File: src/rtl/noc_ni_pkg.sv
// Shared constants for the NoC network interface: CPU register offsets,
// STATUS bit positions and the flit field layout.
package noc_ni_pkg;

    localparam logic [2:0] OFF_TX_DEST = 3'd0;
    localparam logic [2:0] OFF_TX_DATA = 3'd1;
    localparam logic [2:0] OFF_RX_DATA = 3'd2;
    localparam logic [2:0] OFF_RX_SRC  = 3'd3;
    localparam logic [2:0] OFF_STATUS  = 3'd4;
    localparam logic [2:0] OFF_IRQ_EN  = 3'd5;

    localparam int ST_TX_FULL    = 0;
    localparam int ST_TX_EMPTY   = 1;
    localparam int ST_RX_FULL    = 2;
    localparam int ST_RX_EMPTY   = 3;
    localparam int ST_TX_OVF     = 4;
    localparam int ST_RX_UNF     = 5;
    localparam int ST_RX_CNT_LSB = 8;
    localparam int ST_RX_CNT_W   = 8;

    // A flit is {dest_or_src, payload}: the address field sits above the payload.
    localparam int FLIT_PAYLOAD_LSB = 0;

    function automatic int flit_width(int dest_w, int data_w);
        return dest_w + data_w;
    endfunction

endpackage

File: src/rtl/ni_sync_fifo.sv
// Single-clock show-ahead FIFO; a push into a full FIFO is accepted only when
// a pop happens in the same cycle.
module ni_sync_fifo
    import noc_ni_pkg::*;
#(
    parameter int WIDTH = 8,
    parameter int DEPTH = 8
) (
    input  logic                       clk,
    input  logic                       reset,
    input  logic                       push_i,
    input  logic                       pop_i,
    input  logic [WIDTH-1:0]           wdata_i,
    output logic [WIDTH-1:0]           rdata_o,
    output logic                       full_o,
    output logic                       empty_o,
    output logic [$clog2(DEPTH+1)-1:0] count_o
);

    localparam int AW = $clog2(DEPTH);
    localparam int CW = $clog2(DEPTH+1);

    logic [WIDTH-1:0] mem_q [DEPTH];
    logic [AW-1:0]    wr_ptr_q, wr_ptr_d;
    logic [AW-1:0]    rd_ptr_q, rd_ptr_d;
    logic [CW-1:0]    count_q, count_d;
    logic             do_push, do_pop;

    assign empty_o = (count_q == '0);
    assign full_o  = (count_q == CW'(DEPTH));
    assign count_o = count_q;
    assign rdata_o = mem_q[rd_ptr_q];

    assign do_pop  = pop_i & ~empty_o;
    assign do_push = push_i & (~full_o | do_pop);

    always_comb begin
        wr_ptr_d = wr_ptr_q;
        rd_ptr_d = rd_ptr_q;
        count_d  = count_q;
        if (do_push) wr_ptr_d = wr_ptr_q + AW'(1);
        if (do_pop)  rd_ptr_d = rd_ptr_q + AW'(1);
        case ({do_push, do_pop})
            2'b10:   count_d = count_q + CW'(1);
            2'b01:   count_d = count_q - CW'(1);
            default: count_d = count_q;
        endcase
    end

    always_ff @(posedge clk) begin
        if (reset) begin
            wr_ptr_q <= '0;
            rd_ptr_q <= '0;
            count_q  <= '0;
        end else begin
            wr_ptr_q <= wr_ptr_d;
            rd_ptr_q <= rd_ptr_d;
            count_q  <= count_d;
        end
    end

    // Storage is not reset; the pointers define what is valid.
    always_ff @(posedge clk) begin
        if (do_push) mem_q[wr_ptr_q] <= wdata_i;
    end

endmodule

File: src/rtl/noc_network_interface.sv
// CPU-mapped network interface: TX FIFO feeding the NoC, RX FIFO draining it,
// sticky error flags and a registered level interrupt.
module noc_network_interface
    import noc_ni_pkg::*;
#(
    parameter int DATA_W    = 32,
    parameter int DEST_W    = 32,
    parameter int TX_DEPTH  = 8,
    parameter int RX_DEPTH  = 8,
    parameter int RX_THRESH = 6
) (
    input  logic                     clk,
    input  logic                     reset,
    input  logic [31:0]              cpu_addr,
    input  logic [DATA_W-1:0]        cpu_wdata,
    input  logic                     cpu_we,
    input  logic                     cpu_re,
    output logic [DATA_W-1:0]        cpu_rdata,
    output logic [DEST_W+DATA_W-1:0] tx_flit,
    output logic                     tx_valid,
    input  logic                     tx_ready,
    input  logic [DEST_W+DATA_W-1:0] rx_flit,
    input  logic                     rx_valid,
    output logic                     rx_ready,
    output logic                     irq
);

    localparam int FLIT_W = flit_width(DEST_W, DATA_W);
    localparam int TX_CW  = $clog2(TX_DEPTH+1);
    localparam int RX_CW  = $clog2(RX_DEPTH+1);

    logic [2:0]        offset;
    logic [DEST_W-1:0] tx_dest_q, tx_dest_d;
    logic [1:0]        irq_en_q, irq_en_d;
    logic              tx_ovf_q, tx_ovf_d, rx_unf_q, rx_unf_d;
    logic              irq_q, irq_d;
    logic [DATA_W-1:0] rdata_q, rdata_d;
    logic [DATA_W-1:0] status;

    logic              tx_push, tx_pop, tx_full, tx_empty;
    logic              rx_push, rx_pop, rx_rd, rx_full, rx_empty;
    logic [TX_CW-1:0]  tx_count;
    logic [RX_CW-1:0]  rx_count;
    logic [FLIT_W-1:0] rx_head;
    logic              unused_addr_bits;

    assign offset           = cpu_addr[4:2];
    assign unused_addr_bits = ^{cpu_addr[31:5], cpu_addr[1:0], tx_count};

    // Both NoC ports: a flit moves on a cycle where valid and ready are both 1;
    // the sender holds the flit stable while valid=1 and ready=0.
    assign tx_valid = ~tx_empty;
    assign rx_ready = ~rx_full;
    assign tx_push  = cpu_we & (offset == OFF_TX_DATA);
    assign tx_pop   = tx_valid & tx_ready;
    assign rx_push  = rx_valid & rx_ready;
    assign rx_rd    = cpu_re & (offset == OFF_RX_DATA);
    assign rx_pop   = rx_rd & ~rx_empty;

    ni_sync_fifo #(.WIDTH(FLIT_W), .DEPTH(TX_DEPTH)) u_tx_fifo (
        .clk     (clk),
        .reset   (reset),
        .push_i  (tx_push),
        .pop_i   (tx_pop),
        .wdata_i ({tx_dest_q, cpu_wdata}),
        .rdata_o (tx_flit),
        .full_o  (tx_full),
        .empty_o (tx_empty),
        .count_o (tx_count)
    );

    ni_sync_fifo #(.WIDTH(FLIT_W), .DEPTH(RX_DEPTH)) u_rx_fifo (
        .clk     (clk),
        .reset   (reset),
        .push_i  (rx_push),
        .pop_i   (rx_pop),
        .wdata_i (rx_flit),
        .rdata_o (rx_head),
        .full_o  (rx_full),
        .empty_o (rx_empty),
        .count_o (rx_count)
    );

    always_comb begin
        status                               = '0;
        status[ST_TX_FULL]                   = tx_full;
        status[ST_TX_EMPTY]                  = tx_empty;
        status[ST_RX_FULL]                   = rx_full;
        status[ST_RX_EMPTY]                  = rx_empty;
        status[ST_TX_OVF]                    = tx_ovf_q;
        status[ST_RX_UNF]                    = rx_unf_q;
        status[ST_RX_CNT_LSB +: ST_RX_CNT_W] = ST_RX_CNT_W'(rx_count);
    end

    always_comb begin
        tx_dest_d = tx_dest_q;
        irq_en_d  = irq_en_q;
        if (cpu_we && offset == OFF_TX_DEST) tx_dest_d = DEST_W'(cpu_wdata);
        if (cpu_we && offset == OFF_IRQ_EN)  irq_en_d  = cpu_wdata[1:0];

        // A set event in the same cycle as a W1C clear keeps the flag set.
        tx_ovf_d = tx_ovf_q;
        rx_unf_d = rx_unf_q;
        if (cpu_we && offset == OFF_STATUS && cpu_wdata[ST_TX_OVF]) tx_ovf_d = 1'b0;
        if (cpu_we && offset == OFF_STATUS && cpu_wdata[ST_RX_UNF]) rx_unf_d = 1'b0;
        if (tx_push && tx_full && !tx_pop) tx_ovf_d = 1'b1;
        if (rx_rd && rx_empty)             rx_unf_d = 1'b1;

        rdata_d = rdata_q;
        if (cpu_re) begin
            case (offset)
                OFF_TX_DEST: rdata_d = DATA_W'(tx_dest_q);
                OFF_RX_DATA: rdata_d = rx_empty ? '0 : rx_head[FLIT_PAYLOAD_LSB +: DATA_W];
                OFF_RX_SRC:  rdata_d = rx_empty ? '0 : DATA_W'(rx_head[FLIT_W-1 -: DEST_W]);
                OFF_STATUS:  rdata_d = status;
                OFF_IRQ_EN:  rdata_d = DATA_W'(irq_en_q);
                default:     rdata_d = '0;
            endcase
        end

        irq_d = (irq_en_q[0] & (32'(rx_count) >= RX_THRESH)) |
                (irq_en_q[1] & tx_empty) | tx_ovf_q | rx_unf_q;
    end

    always_ff @(posedge clk) begin
        if (reset) begin
            tx_dest_q <= '0;
            irq_en_q  <= '0;
            tx_ovf_q  <= 1'b0;
            rx_unf_q  <= 1'b0;
            rdata_q   <= '0;
            irq_q     <= 1'b0;
        end else begin
            tx_dest_q <= tx_dest_d;
            irq_en_q  <= irq_en_d;
            tx_ovf_q  <= tx_ovf_d;
            rx_unf_q  <= rx_unf_d;
            rdata_q   <= rdata_d;
            irq_q     <= irq_d;
        end
    end

    assign cpu_rdata = rdata_q;
    assign irq       = irq_q;

endmodule

File: config.mk
export PLATFORM = sky130hd
export DESIGN_NAME = noc_network_interface
export DESIGN_NICKNAME = d
export VERILOG_FILES = /design/src/rtl/noc_ni_pkg.sv /design/src/rtl/ni_sync_fifo.sv /design/src/rtl/noc_network_interface.sv
export SDC_FILE = /design/constraint.sdc
export NUM_CORES = 1
export LEC_CHECK = 0
export ABC_AREA = 1
export CAP_MARGIN = 0
export CORE_UTILIZATION = 50
export DETAILED_ROUTE_END_ITERATION = 8
export PLACE_DENSITY = 0.71
export SYNTH_ARGS = -nofsm -noshare
export SYNTH_HDL_FRONTEND = slang
export SYNTH_SLANG_ARGS = --single-unit
File: constraint.sdc
create_clock -name clk -period 6.9 [get_ports clk]
set_input_delay 1.38 -clock clk [delete_from_list [all_inputs] [get_ports clk]]
set_output_delay 1.38 -clock clk [all_outputs]
set_load 0.02 [all_outputs]
==> metrics.md, run 1 <==
| Metric | Value |
|---|---|
| WL final | 114600 microns |
| Post-Syn Area per Cell | 10.84 sq um |
| Post-CTS setup buffers | 0 |
| Die Ht | approximately 310 microns |
| CTS Sinks | 1119 |
| Layout Cells excl Fill | 5745 |
| Iteration-0 DRC Markers | 3381 |
| Post-synth top area cell | edfxtp_1 |
| Area share of the largest cell type after synthesis | 66.21% |
| Setup_tns | 0 ps |
| Io pins | 233 |
| Yosys cell types | 36 |
| Initial antenna violation count | 12 |
| Resized cells post-CTS | 0 |
| Main synth FF type | edfxtp_1 |
| Setup crit start kind | flip-flop |
| Hold Buf Count CTS | 0 |
| GP Congestion | 0.8761 |
| Detail Placement HPWL | 65090 microns |
| #FFs+latches synth | 1119 |
| CP Data Arrival Time | about 4200 ps |
| Total power | 16290 uW |
| DR vias | 30810 |
| Worst-margin pin slew | 1176 ps |
| Dpl cells | around 5500 |
| Most common cell in the netlist | nand2_1 |
| RSZ-0062 raised after global routing | false |
| Pwr/cell area | ~310 nW/um^2 |
| Required time of the critical path | 5520 ps |
| Minimum clock period | about 5500 ps |
| Clk network pwr share | 37.1% |
| Rows | approximately 110 |
| Mapped Cells | 4285 |
| Register area share after synthesis | between 70% and 80% |
| Hold crit path type | flip-flop to flip-flop |
| Syn nets | 4430 |
| # nets final | ~4500 |
| CTS tree | built |
| Synth cell count leaders | 1041 x nand2_1, 1024 x edfxtp_1, 509 x inv_1 |
| IO Port Bufs | 203 |
| Peak VDD IR | 0.2390 mV |
| First-pass GRT wire length | 171700 microns |
| Pin count of the biggest net entering global routing | 233 |
| P&R area growth vs syn | 14.13% |
| Fmax | 180.5 MHz |
| Post-DRT Antenna Nets | 0 |
| Core Region | just over 90000 sq um |
| Final Hold Violating Endpoints | 0 |
| H-tree depth | 3 |
| GRT overflow | 0 |
| DRC violations left | 0 |
| Number of synthesized flops with an enable pin | 1024 |
| WL per Instance | 19.94 microns |
| Pre-antenna DRT Iters | 5 |
| Vias per cell | between 5 and 6 |
| Clock latency at the later pin of the worst-skew pair | 690 ps |
| Critical path class | flip-flop to output port |
| Layout cell share with drive strength beyond 1 | 5.577% |
| Switching Power | 4351 uW |
| Status | finished, final reports clean |
| Top post-synthesis cells by area | edfxtp_1 66%, nand2_1 8.4%, inv_1 4.1% |
| Clk_skew | 18.53 ps |
| Initial core utilization | 50.59% |
| Asr flop ratio synth | 0% |
| Logic pwr share | 16.0% |
| Clock root buffer master | clkbuf_16 |
| Clock slew at reported path FFs | ~60 ps |
| Sw frac | roughly a quarter |
| Die W | 306.8 microns |
| CP endpoint kind | output port |
| Max cap viols | 0 |
| Critical Path Fanout Max | 93 |
| TritonCTS buffer count | 110 |
| Yosys warning count | 0 |
| Netlist Area Pre-Place | 46440 sq um |
| Vias in the first global route | 28440 |
| Setup Viol. Count Final | 0 |
| Fin crit share | 80.30% |
| Fin. max-slew vios | 0 |
| CTS Buffer Depth | 3 |
| Int Power | 11930 uW |
| Relative slew slack | a little over a fifth |
| Sequential power share | around 47% |
| Fin util | slightly below 60% |
| Total track usage | 24.04% |
| Lkg Pwr | 0.02032 uW |
| Die Area | 94100 sq um |
[worst max-delay path, stage by stage, from the launching register on]
cell and delay [ps]:
dfxtp_4 930, buf_4 860, o21ai_0 210, o22ai_1 190, nor2_1 60, a31oi_1 440
clkdlybuf4s50_1 710
[per-stage QoR]
stage / hold slack [ps] / setup slack, ps / cell area [sq um]
2_1_floorplan: 439.2 / 1565 / 46450
3_3_place_gp: 453.3 / 2078 / 49320
3_5_place_dp: 454.9 / 2075 / 49320
4_1_cts: 464.4 / 1349 / 53000
5_1_grt: 480.9 / 1088 / 53000
6_report: 463.5 / 1359 / 53000
[layout make-up]
| class | instances | area, sq um |
|---|---|---|
| repair buffers | 246 | 2465 |
| inverters | 514 | 1953 |
| clock buffers | 141 | 2959 |
| diodes | 1 | 2.502 |
| multi-input cells | 2413 | 10680 |
| fillers | 7333 | 38800 |
| flip-flops and latches | 1119 | 32670 |
| clock inverters | 68 | 719.4 |
| well taps | 1243 | 1555 |
[sequential cells by signal, indices dropped and copies added (netlist names), named ones only]
register            flops
u_rx_fifo.wr_ptr_q      3
u_rx_fifo.count_o       4
tx_ovf_q                1
cpu_rdata              32
u_tx_fifo.mem_q       512
tx_dest_q              32
irq                     1
u_rx_fifo.rd_ptr_q      3
u_rx_fifo.mem_q       512
u_tx_fifo.rd_ptr_q      3
u_tx_fifo.wr_ptr_q      3
u_tx_fifo.count_o       4
rx_unf_q                1
irq_en_q                2
[worst paths after layout]
path	from	end	slack, ps	cells after the start
max	flip-flop	tx_flit[48]	1360	6
max reg2reg	flip-flop	cpu_rdata[2]$_SDFFE_PP0P_	3420	8
min	cpu_rdata[25]$_SDFFE_PP0P_	cpu_rdata[25]$_SDFFE_PP0P_	460	2
min reg2reg	cpu_rdata[25]$_SDFFE_PP0P_	cpu_rdata[25]$_SDFFE_PP0P_	460	2
[cells by family after synthesis]
| group | synth area share (%) |
|---|---|
| AO/OA/AOI/OAI | 5.747 |
| XOR/XNOR | 0.07545 |
| adder cells (fa/ha/maj) | 0.3125 |
| buffers and inverters | 6.983 |
| flip-flops | 70.31 |
| AND/OR/NAND/NOR | 16.57 |
[placed cells by master, fill, tap and decap left out, types with 35 or more instances in the layout]
| cell | netlist | final |
|---|---|---|
| clkbuf_16 | 0 | 110 |
| a31oi_1 | 64 | 64 |
| inv_1 | 509 | 506 |
| nand2_1 | 1041 | 1041 |
| nor2_1 | 489 | 475 |
| edfxtp_1 | 1024 | 1024 |
| o21ai_0 | 263 | 263 |
| o22ai_1 | 72 | 72 |
| a21oi_1 | 75 | 75 |
| nand3_1 | 356 | 355 |
| buf_4 | 9 | 35 |
| dfxtp_1 | 95 | 90 |
| clkdlybuf4s50_1 | 0 | 202 |
[routing by layer]
metal | global-route usage [%] | vias up | share of wire (%)
met5 | 0 | - | 0.11
met4 | 7.047 | 22 | 2.6
met3 | 5.748 | 214 | 9.3
met2 | 39.39 | 1224 | 48
met1 | 31.92 | 14780 | 40
li1 | - | 14570 | -
[power by group through the flow]
| stage | clock network (uW) | registers (uW) | logic, uW |
|---|---|---|---|
| floorplan | 0 | 7700 | 1660 |
| global placement | 0 | 7780 | 2560 |
| detailed placement | 0 | 7780 | 2600 |
| CTS | 6100 | 7640 | 2620 |
| global route | 6380 | 7650 | 2840 |
| finish | 6040 | 7640 | 2600 |
Note: power is estimated with default switching activity, not from simulation.
==> run 2, diff against run 1 <==
Settings changed: PLACE_DENSITY 0.71 to 0.68.
Clock period 6.9 ns to 5.55 ns, I/O delays scaled along.
==> run 2 against run 1 <==
Compared with the run above:
- the run now ends with DRC left
- power rose by 24%
- flip-flop and latch count stayed put
- register-to-register slack worse by 1100 ps
- combinational power increased by 26%
- critical path type unchanged
- largest power group unchanged
==> metrics.md, run 2 (synthesis results as in run 1) <==
| Metric | Value |
|---|---|
| Pre-antenna DRT Iters | 7 (+2) |
| Post-DRT Antenna Nets | 0 (unchanged) |
| Clk_skew | 35.05 ps (+16.52 ps) |
| Commonest non-fill, non-tap cell in the layout | nand2_1 |
| Post-CTS setup buffers | 0 (unchanged) |
| Reg area | 32670 sq um (unchanged) |
| P&R area growth vs syn | 14.47% |
| Fmax | between 200 and 250 MHz |
| Die W | 306.8 microns (unchanged) |
| Reg2Reg Depth | 11 (+3) |
| Biggest regs | u_rx_fifo.mem_q (512), u_tx_fifo.mem_q (512) |
| FF-to-FF End | cpu_rdata[1]$_SDFFE_PP0P_ |
| First-pass GRT wire length | 171300 microns (-0.24%) |
| Required time of the critical path | 4440 ps (-1080 ps) |
| Rows | 111 (unchanged) |
| Slowest CP cell | clkdlybuf4s50_1 |
| CP Data Arrival Time | 3610 ps (-550 ps) |
| Fin crit share | 85.04% |
| Max cap viols | 0 (unchanged) |
| Final Hold Violating Endpoints | 0 (unchanged) |
| Clock root buffer master | clkbuf_16 |
| Peak VDD IR | 0.2576 mV (+7.8%) |
| Die Area | 94100 sq um (unchanged) |
| Multi-input logic area | 10680 sq um (unchanged) |
| Hold Buf Count CTS | 0 (unchanged) |
| Relative slew slack | 24.89% (+3.5 points) |
| CP peak stage delay | 680 ps (-250 ps) |
| H-tree depth | 3 (unchanged) |
| WL per Instance | 19.83 microns (-0.56%) |
| Vias in the first global route | 28280 (-0.56%) |
| TritonCTS buffer count | 111 (+0.91%) |
| Core Region | 91800 sq um (unchanged) |
| GP Congestion | 0.9363 (+6.9%) |
| Lkg Pwr | 0.02038 uW (+0.33%) |
| Pwr/cell area | 378.7 nW/um^2 (+23%) |
| IO Port Bufs | 203 (unchanged) |
| # fillers | 7415 (+1.1%) |
| CTS tree | built |
| Initial core utilization | 50.59% (unchanged) |
| CP cell instances | inv_6, buf_4, o21ai_0, o22ai_1, nor2_1, a31oi_1, clkdlybuf4s50_1 |
| RSZ-0062 raised after global routing | false |
| # nets final | 4566 (+0.37%) |
| Detail Placement HPWL | 64720 microns (-0.57%) |
| Die Ht | 306.8 microns (unchanged) |
| Total track usage | 24.16% (+0.11 points) |
| Io pins | 233 (unchanged) |
| WL final | 114300 microns (-0.25%) |
| Iteration-0 DRC Markers | 3124 (-7.6%) |
| Setup_tns | 0 ps (unchanged) |
| Minimum clock period | 4720 ps |
| Setup crit start kind | flip-flop |
| Clock slew at reported path FFs | 50 ps (about the same) |
| Fin util | 57.91% (+0.17 points) |
| DRC violations left | 1 (+1) |
| CTS Sinks | 1119 (unchanged) |
| Resized cells post-CTS | 0 (unchanged) |
| R2r setup slk | 2320 ps (-1100 ps) |
| Failing checks | DRC |
| Initial antenna violation count | 15 (+3) |
| Worst-margin pin slew | 1127 ps (-49.19 ps) |
| CTS Buffer Depth | 3 (unchanged) |
| Critical Path Fanout Max | 117 (+26%) |
| Vias per cell | 5.279 (-1.6%) |
| Fin. max-slew vios | 0 (unchanged) |
| Status | finished, violations left |
| Layout cell share with drive strength beyond 1 | 5.690% (+0.11 points) |
| DR vias | 30420 (-1.3%) |
| Clock latency at the later pin of the worst-skew pair | 690 ps (about the same) |
| Critical Path Sink | tx_flit[46] |
| CP endpoint kind | output port |
| Hold crit path type | flip-flop to flip-flop |
| Setup Viol. Count Final | 0 (unchanged) |
| GRT overflow | 0 (unchanged) |
| Critical path class | flip-flop to output port |
| Pin count of the biggest net entering global routing | 186 (-20%) |
| Total power | 20130 uW (+24%) |
| Most frequent cells in the layout | 1041 x nand2_1, 1024 x edfxtp_1, 506 x inv_1 |
[run 2: cell types whose count changed in the layout (fill, tap and decap cells not counted), sizes merged]
| cell | delta |
|---|---|
| clkbuf | +22 |
| buf | +16 |
| clkinv | -13 |
| bufinv | -5 |
| inv | -3 |
| diode | +2 |
| clkinvlp | -1 |
[run 2: layout make-up]
cell class,instances,share of cell area (%)
Antenna cell,3,0.01412
Clock buffer,163,6.016
Clock inverter,46,0.8308
Inverter,514,3.669
Multi-Input combinational cell,2413,20.09
Sequential cell,1119,61.45
Tap cell,1243,2.926
Timing Repair Buffer,262,5.004
[run 2: per-layer routing]
| layer | global-route usage, % | vias to the layer above | part of all wire (%) |
|---|---|---|---|
| met3 | 6.237 | 203 | 9.0 |
| met4 | 8.372 | 24 | 3.2 |
| li1 | - | 14590 | - |
| met2 | 38.31 | 1091 | 47 |
| met5 | 0 | - | 0.13 |
| met1 | 32.37 | 14510 | 41 |
[run 2: worst min path at each step]
stage / slack [ps] / start / depth (start not counted) / end
2_1_floorplan: 440 / rx_unf_q$_SDFFE_PP0P_ / 2 / rx_unf_q$_SDFFE_PP0P_
3_3_place_gp: 450 / cpu_rdata[15]$_SDFFE_PP0P_ / 2 / cpu_rdata[15]$_SDFFE_PP0P_
3_5_place_dp: 460 / cpu_rdata[22]$_SDFFE_PP0P_ / 2 / cpu_rdata[22]$_SDFFE_PP0P_
4_1_cts: 470 / rx_unf_q$_SDFFE_PP0P_ / 2 / rx_unf_q$_SDFFE_PP0P_
5_1_grt: 480 / cpu_rdata[21]$_SDFFE_PP0P_ / 2 / cpu_rdata[21]$_SDFFE_PP0P_
6_report: 470 / rx_unf_q$_SDFFE_PP0P_ / 2 / rx_unf_q$_SDFFE_PP0P_
[run 2: power breakdown]
group | total (uW) | internal [uW] | switching (uW)
clock network | 7420 | 4350 | 3070
logic | 3270 | 1150 | 2120
registers | 9450 | 9330 | 124
[run 2: critical path: cells and delay by family (launching register included)]
kind / cells / cell delay [ps]
AO/OA/AOI/OAI: 3 / 610
flip-flops: 1 / 480
buffers and inverters: 3 / 1700
AND/OR/NAND/NOR: 1 / 60
[run 2: metrics by stage]
step / instance area [sq um] / cells / worst slack [ps] / hold WS (ps)
2_1_floorplan: 46450 / 4285 / 485.1 / 439.2
3_3_place_gp: 49510 / 5551 / 1492 / 452.6
3_5_place_dp: 49510 / 5551 / 1487 / 458.2
4_1_cts: 53150 / 5760 / 746.4 / 465.2
5_1_grt: 53160 / 5763 / 589.6 / 481.5
6_report: 53160 / 5763 / 830.4 / 465.7
